[src/rtl/rng_axis_rx.sv]
// rng_axis_rx: AXI-Stream slave for the 32-bit TRNG word stream.
// Accepts words under back-pressure, checks TLAST framing against PKT_BYTES,
// keeps byte/packet/sum statistics and buffers words in a small FWFT FIFO.
// Optional feature macro: RNG_RX_ONES_EN (enables the ONES_COUNT popcount).
module rng_axis_rx #(
  parameter int BUF_DEPTH = 4,
  parameter int PKT_W     = 16
) (
  input  logic             CLK,
  input  logic             RST,
  input  logic [31:0]      S_AXIS_TDATA,
  input  logic             S_AXIS_TLAST,
  input  logic             S_AXIS_TVALID,
  output logic             S_AXIS_TREADY,
  input  logic             GO,
  input  logic             STOP,
  input  logic [31:0]      PKT_BYTES,
  input  logic [31:0]      TOTAL_BYTES,
  output logic             RUN,
  output logic             DONE,
  output logic             ERR_LAST,
  output logic [31:0]      RECV_BYTES,
  output logic [PKT_W-1:0] PKT_COUNT,
  output logic [31:0]      SUM_DATA,
  output logic [31:0]      ONES_COUNT,
  output logic [31:0]      OUT_DATA,
  output logic             OUT_VALID,
  input  logic             OUT_READY
);

  localparam int AW = (BUF_DEPTH > 1) ? $clog2(BUF_DEPTH) : 1;
  localparam int CW = AW + 1;
  localparam logic [CW-1:0] DEPTH_C = CW'(BUF_DEPTH);
  localparam logic [31:0] SAT_C = 32'hFFFF_FFFC;

  typedef enum logic [1:0] {ST_IDLE, ST_RECV, ST_DONE} state_t;

  state_t state_q, state_d;

  logic [31:0]      recv_bytes_q, recv_bytes_d;
  logic [31:0]      sum_q, sum_d;
  logic [31:0]      pkt_bytes_q, pkt_bytes_d;
  logic [PKT_W-1:0] pkt_count_q, pkt_count_d;
  logic             err_q, err_d;

  logic [31:0]      mem_q [BUF_DEPTH];
  logic [31:0]      mem_d [BUF_DEPTH];
  logic [AW-1:0]    wr_ptr_q, wr_ptr_d;
  logic [AW-1:0]    rd_ptr_q, rd_ptr_d;
  logic [CW-1:0]    count_q, count_d;

  logic        tready;
  logic        accept;
  logic        go_start;
  logic        push;
  logic        pop;
  logic        out_valid;
  logic [31:0] pkt_plus4;
  logic        last_err;

  // GO only restarts from IDLE/DONE, and STOP always overrides it
  assign go_start  = GO & ~STOP & (state_q != ST_RECV);
  assign accept    = S_AXIS_TVALID & tready;
  assign out_valid = (count_q != '0);
  assign push      = accept & ~STOP;
  assign pop       = out_valid & OUT_READY & ~STOP;
  assign pkt_plus4 = pkt_bytes_q + 32'd4;
  assign last_err  = (PKT_BYTES != 32'd0) &&
                     (S_AXIS_TLAST ? (pkt_plus4 != PKT_BYTES) : (pkt_plus4 == PKT_BYTES));

  // State register
  always_ff @(posedge CLK or posedge RST) begin
    if (RST) state_q <= ST_IDLE;
    else     state_q <= state_d;
  end

  // Next-state logic; STOP beats everything else
  always_comb begin
    state_d = state_q;
    if (STOP) begin
      state_d = ST_IDLE;
    end else begin
      case (state_q)
        ST_IDLE: if (GO) state_d = ST_RECV;
        ST_RECV: if (accept && (TOTAL_BYTES != 32'd0) && (recv_bytes_d >= TOTAL_BYTES))
                   state_d = ST_DONE;
        ST_DONE: if (GO) state_d = ST_RECV;
        default: state_d = ST_IDLE;
      endcase
    end
  end

  // Outputs decoded from registered state only (no path from OUT_READY to TREADY)
  always_comb begin
    RUN    = (state_q == ST_RECV);
    DONE   = (state_q == ST_DONE);
    tready = (state_q == ST_RECV) && (count_q != DEPTH_C);
  end

  // Statistics and TLAST-position check
  always_comb begin
    recv_bytes_d = recv_bytes_q;
    sum_d        = sum_q;
    pkt_bytes_d  = pkt_bytes_q;
    pkt_count_d  = pkt_count_q;
    err_d        = err_q;
    if (go_start) begin
      recv_bytes_d = '0;
      sum_d        = '0;
      pkt_bytes_d  = '0;
      pkt_count_d  = '0;
      err_d        = 1'b0;
    end else if (accept) begin
      recv_bytes_d = (recv_bytes_q >= SAT_C) ? recv_bytes_q : recv_bytes_q + 32'd4;
      sum_d        = sum_q + S_AXIS_TDATA;
      if (last_err) err_d = 1'b1;
      if (S_AXIS_TLAST) begin
        // every TLAST resynchronises the packet position, even a misplaced one
        pkt_count_d = pkt_count_q + PKT_W'(1);
        pkt_bytes_d = '0;
      end else begin
        pkt_bytes_d = pkt_plus4;
      end
    end
  end

  // FWFT buffer bookkeeping; STOP flushes it
  always_comb begin
    mem_d    = mem_q;
    wr_ptr_d = wr_ptr_q;
    rd_ptr_d = rd_ptr_q;
    count_d  = count_q;
    if (STOP) begin
      wr_ptr_d = '0;
      rd_ptr_d = '0;
      count_d  = '0;
    end else begin
      if (push) begin
        mem_d[wr_ptr_q] = S_AXIS_TDATA;
        wr_ptr_d        = wr_ptr_q + AW'(1);
      end
      if (pop) rd_ptr_d = rd_ptr_q + AW'(1);
      case ({push, pop})
        2'b10:   count_d = count_q + CW'(1);
        2'b01:   count_d = count_q - CW'(1);
        default: count_d = count_q;
      endcase
    end
  end

  // Datapath registers
  always_ff @(posedge CLK or posedge RST) begin
    if (RST) begin
      recv_bytes_q <= '0;
      sum_q        <= '0;
      pkt_bytes_q  <= '0;
      pkt_count_q  <= '0;
      err_q        <= 1'b0;
      wr_ptr_q     <= '0;
      rd_ptr_q     <= '0;
      count_q      <= '0;
      for (int i = 0; i < BUF_DEPTH; i++) mem_q[i] <= '0;
    end else begin
      recv_bytes_q <= recv_bytes_d;
      sum_q        <= sum_d;
      pkt_bytes_q  <= pkt_bytes_d;
      pkt_count_q  <= pkt_count_d;
      err_q        <= err_d;
      wr_ptr_q     <= wr_ptr_d;
      rd_ptr_q     <= rd_ptr_d;
      count_q      <= count_d;
      mem_q        <= mem_d;
    end
  end

`ifdef RNG_RX_ONES_EN
  logic [31:0] ones_count_q, ones_count_d;
  logic [5:0]  word_ones;

  // Popcount of the incoming word
  always_comb begin
    word_ones = '0;
    for (int i = 0; i < 32; i++) word_ones = word_ones + {5'd0, S_AXIS_TDATA[i]};
  end

  // Running ones count, cleared by GO, wraps mod 2^32
  always_comb begin
    ones_count_d = ones_count_q;
    if (go_start)    ones_count_d = '0;
    else if (accept) ones_count_d = ones_count_q + {26'd0, word_ones};
  end

  // Ones-count register
  always_ff @(posedge CLK or posedge RST) begin
    if (RST) ones_count_q <= '0;
    else     ones_count_q <= ones_count_d;
  end

  assign ONES_COUNT = ones_count_q;
`else
  assign ONES_COUNT = '0;
`endif

  assign S_AXIS_TREADY = tready;
  assign ERR_LAST      = err_q;
  assign RECV_BYTES    = recv_bytes_q;
  assign PKT_COUNT     = pkt_count_q;
  assign SUM_DATA      = sum_q;
  assign OUT_DATA      = mem_q[rd_ptr_q];
  assign OUT_VALID     = out_valid;

endmodule
[config.mk]
export PLATFORM = sky130hd
export DESIGN_NAME = rng_axis_rx
export DESIGN_NICKNAME = d
export VERILOG_FILES = /design/src/rtl/rng_axis_rx.sv
export SDC_FILE = /design/constraint.sdc
export NUM_CORES = 1
export LEC_CHECK = 0
export CAP_MARGIN = 0
export CORE_ASPECT_RATIO = 1.2
export CORE_MARGIN = 8
export CORE_UTILIZATION = 28
export CTS_CLUSTER_DIAMETER = 120
export CTS_CLUSTER_SIZE = 20
export DETAILED_ROUTE_END_ITERATION = 8
export PLACE_DENSITY = 0.57
export SLEW_MARGIN = 40
export SYNTH_ARGS = -nofsm -noshare
export SYNTH_HDL_FRONTEND = slang
export SYNTH_SLANG_ARGS = --single-unit
[constraint.sdc]
create_clock -name CLK -period 9.35 [get_ports CLK]
set_input_delay 2.3375 -clock CLK [delete_from_list [all_inputs] [get_ports CLK]]
set_output_delay 2.3375 -clock CLK [all_outputs]
set_load 0.05 [all_outputs]
==> impl_metrics.toml <==
[status]
status = "finished, final reports clean"

[critical_path]
required_ps = 9790
end_kind = "flip-flop"
path_buf_inv = 2
slowest_stage = "clkdlybuf4s50_1"
cpLargestDelayFamily = "compound AO/OA/AOI/OAI gates"
slowest_delay_ps = 520
setup.worst_path.start = "S_AXIS_TVALID"
path_class = "input port to flip-flop"
arrival_ps = 6640
cp_max_fo = 24
worstReg2RegStart = "state_q[1]"
crit_chain = "clkdlybuf4s50_1 -> and2_1 -> buf_4 -> o21a_1 -> nand4_1 -> xor2_1 -> nor2_1 -> ha_1 -> a21o_1 -> a21o_1 -> a21oi_1 -> o21ai_0 -> a2111oi_0 -> o211ai_1 -> a2111oi_0 -> o21bai_1"
start_kind = "input port"

[floorplanning]
start_util = 0.284
rows = 91
pin_count = 252
die_w_um = 224
dieHeight_um = 266
core_um2 = 51400
die-area_um2 = 59600

[timing]
worstMarginPinSlew_ps = 847
post-route-min-period_ps = 6190
fin_tns_setup_ps = 0
drv_slew = 0
max-slew-margin-rel = 0.428
max_freq_mhz = 161
rsz0062_at_grt = "no"
fin_worst_skew_ps = 15.5
hold_violations = 0
setup_viol = 0
layout_setup_ws_ps = 3160
min_period_over_period = 0.663

[yosys]
syn_area_um2 = 14600
seq_area_frac_synth = 0.426
yosys_warnings = 0
async_reset_ff_frac = 1.00
yosys.area.top_type = "dfrtp_1"
ys_types = 62
synth_edf_count = 0
yosysTopAreaCellShare = 0.426
synthTopCellsByCount = "dfrtp_1 (248), mux2_2 (128), o21ai_0 (94)"
synth_cells = 1397
ys_ff_latch = 248
syn_area_per_cell_um2 = 10.4
ys.flop_type = "dfrtp_1"
synthTopCellsByArea = "dfrtp_1 (43%), mux2_2 (9.9%), ha_1 (6.0%), mux4_2 (5.0%), xnor2_1 (4.0%)"
synth_most_common_cell = "dfrtp_1"

[clocking]
numCtsBuffers = 16
holdBufCountCts = 0
h-tree-depth = 1
cts_root_buffer = "clkbuf_16"
clk_latency_ps = 520
clockBufferDepth = 3
ctsResizeCount = 0
clk_pin_slew_worst_paths_ps = 90
cts_setup_buffers = 0
cts_tree = "built"
clock_sinks = 248

[hold_path]
hold_start = "state_q[0]"
hold_path_class = "flip-flop to flip-flop"

[placed_design]
pre_cts_slack_ps = 2610
hpwl_um = 32200
portBuffers = 219
gp_congestion = 0.867

[pwr]
ir_worst_vdd_v = 0.000136
total_power_w = 0.00424
leakage_nw = 7.90
powerDensity_nw_per_um2 = 237

[route]
vias_per_cell = 4.94
drt-initial-drc-count = 525
first_pass_iters = 5
ant_nets = 0
routedWlPerCell_um = 19.3
drc = 0
vias = 11300
wl_um = 44200

[finish]
fin_util = 0.348
layout.nets = 1761
syn_to_final_growth_pct = 22.8
fillers = 5196
diodes = 0
drive_above_1_share = 0.133

[global_routing]
grt_pass1_wl_um = 69100
grt_usage = 0.146
grt_pass1_vias = 11900
grt_max_degree = 109
grt-ovfl-total = 0
antenna_found_initial = 2

[job]
cap_violations = 0
## layout make-up
class,instances,area (um^2),share of cell area
multi-input cells,1028,7790,0.436
clock buffers,19,433,0.0242
inverters,57,226,0.0127
clock inverters,2,16.3,0.000910
flip-flops and latches,248,6210,0.347
well taps,697,872,0.0488
repair buffers,235,2330,0.130
## power breakdown
part / total [W] / switching, W / internal [W]
Clock: 0.000719 / 0.000388 / 0.000331
Sequential: 0.00141 / 0.000147 / 0.00127
Combinational: 0.00210 / 0.00128 / 0.000825
## sequential cells by signal, indices dropped and copies added (netlist names)
| register | count |
|---|---|
| mem_q | 128 |
| PKT_COUNT | 16 |
| rd_ptr_q | 2 |
| SUM_DATA | 32 |
| count_q | 3 |
| pkt_bytes_q | 30 |
| state_q | 2 |
| RECV_BYTES | 32 |
| ERR_LAST | 1 |
| wr_ptr_q | 2 |
## path summary, 6_finish.rpt
path,depth (start not counted),end,slack [ps]
hold / removal,1,state_q[0],480
min in group asynchronous,2,mem_q[88],2320
hold reg to reg,1,state_q[0],480
setup reg to reg,17,state_q[0],4430
max in group asynchronous,3,PKT_COUNT[6],5890
setup / recovery,16,state_q[0],3160
## layer usage
metal / up-vias / wire length (um) / global-route usage
met5: - / 22 / 0
met4: 4 / 750 / 0.0314
met3: 44 / 2580 / 0.0345
met2: 255 / 22200 / 0.258
met1: 5616 / 18700 / 0.177
li1: 5368 / - / -
## kinds of logic (layout without fill, tap and decap cells)
kind of cell             Yosys count  after routing  synth area share
buffers and inverters            152            313            0.0489
other                              1             32          0.000258
AO/OA/AOI/OAI                    256            256             0.108
multiplexers                     165            165             0.152
flip-flops                       248            248             0.426
XOR/XNOR                         110            110            0.0662
adder cells (fa/ha/maj)           72             72            0.0629
AND/OR/NAND/NOR                  393            393             0.136
## through the flow
stage | cell area (um^2) | cells | hold WS [ps]
6_report | 17900 | 2286 | 480
5_1_grt | 17900 | 2286 | 511
4_1_cts | 17800 | 2285 | 485
3_5_place_dp | 17400 | 2264 | 472
3_3_place_gp | 17400 | 2264 | 470
2_1_floorplan | 14700 | 1428 | 452
## worst register-to-register path, stage by stage (launching register included)
cell	delay [ps]
dfrtp_1	380
nand2b_1	250
a21oi_1	400
and2_1	190
buf_4	320
o21a_1	320
nand4_1	450
xor2_1	280
nor2_1	160
ha_1	270
a21o_1	180
a21o_1	170
a21oi_1	130
o21ai_0	100
a2111oi_0	420
o211ai_1	160
a2111oi_0	500
o21bai_1	180
## cells in the final DEF, fill, tap and decap left out, drive strengths merged, types with 4 or more instances in the layout
cell type,Yosys,final
o41ai,4,4
nand3,67,67
and4,9,9
nor2,86,86
clkdlybuf4s50,0,219
a21o,32,32
mux2i,5,5
a2111oi,5,5
o21ai,95,95
buf,60,16
a211oi,6,6
xor2,44,44
ha,70,70
conb,1,32
nand4,31,31
nor2b,4,4
mux2,128,128
dfrtp,248,248
or3,16,16
o211ai,6,6
a21oi,60,60
nand2b,6,6
nand2,83,83
nor3,25,25
o21bai,6,6
inv,57,56
and2,8,8
and3,17,17
clkbuf,35,19
mux4,32,32
o31ai,16,16
xnor2,66,66
or4,4,4
nor4,27,27
(Power assumes the default switching activity.)
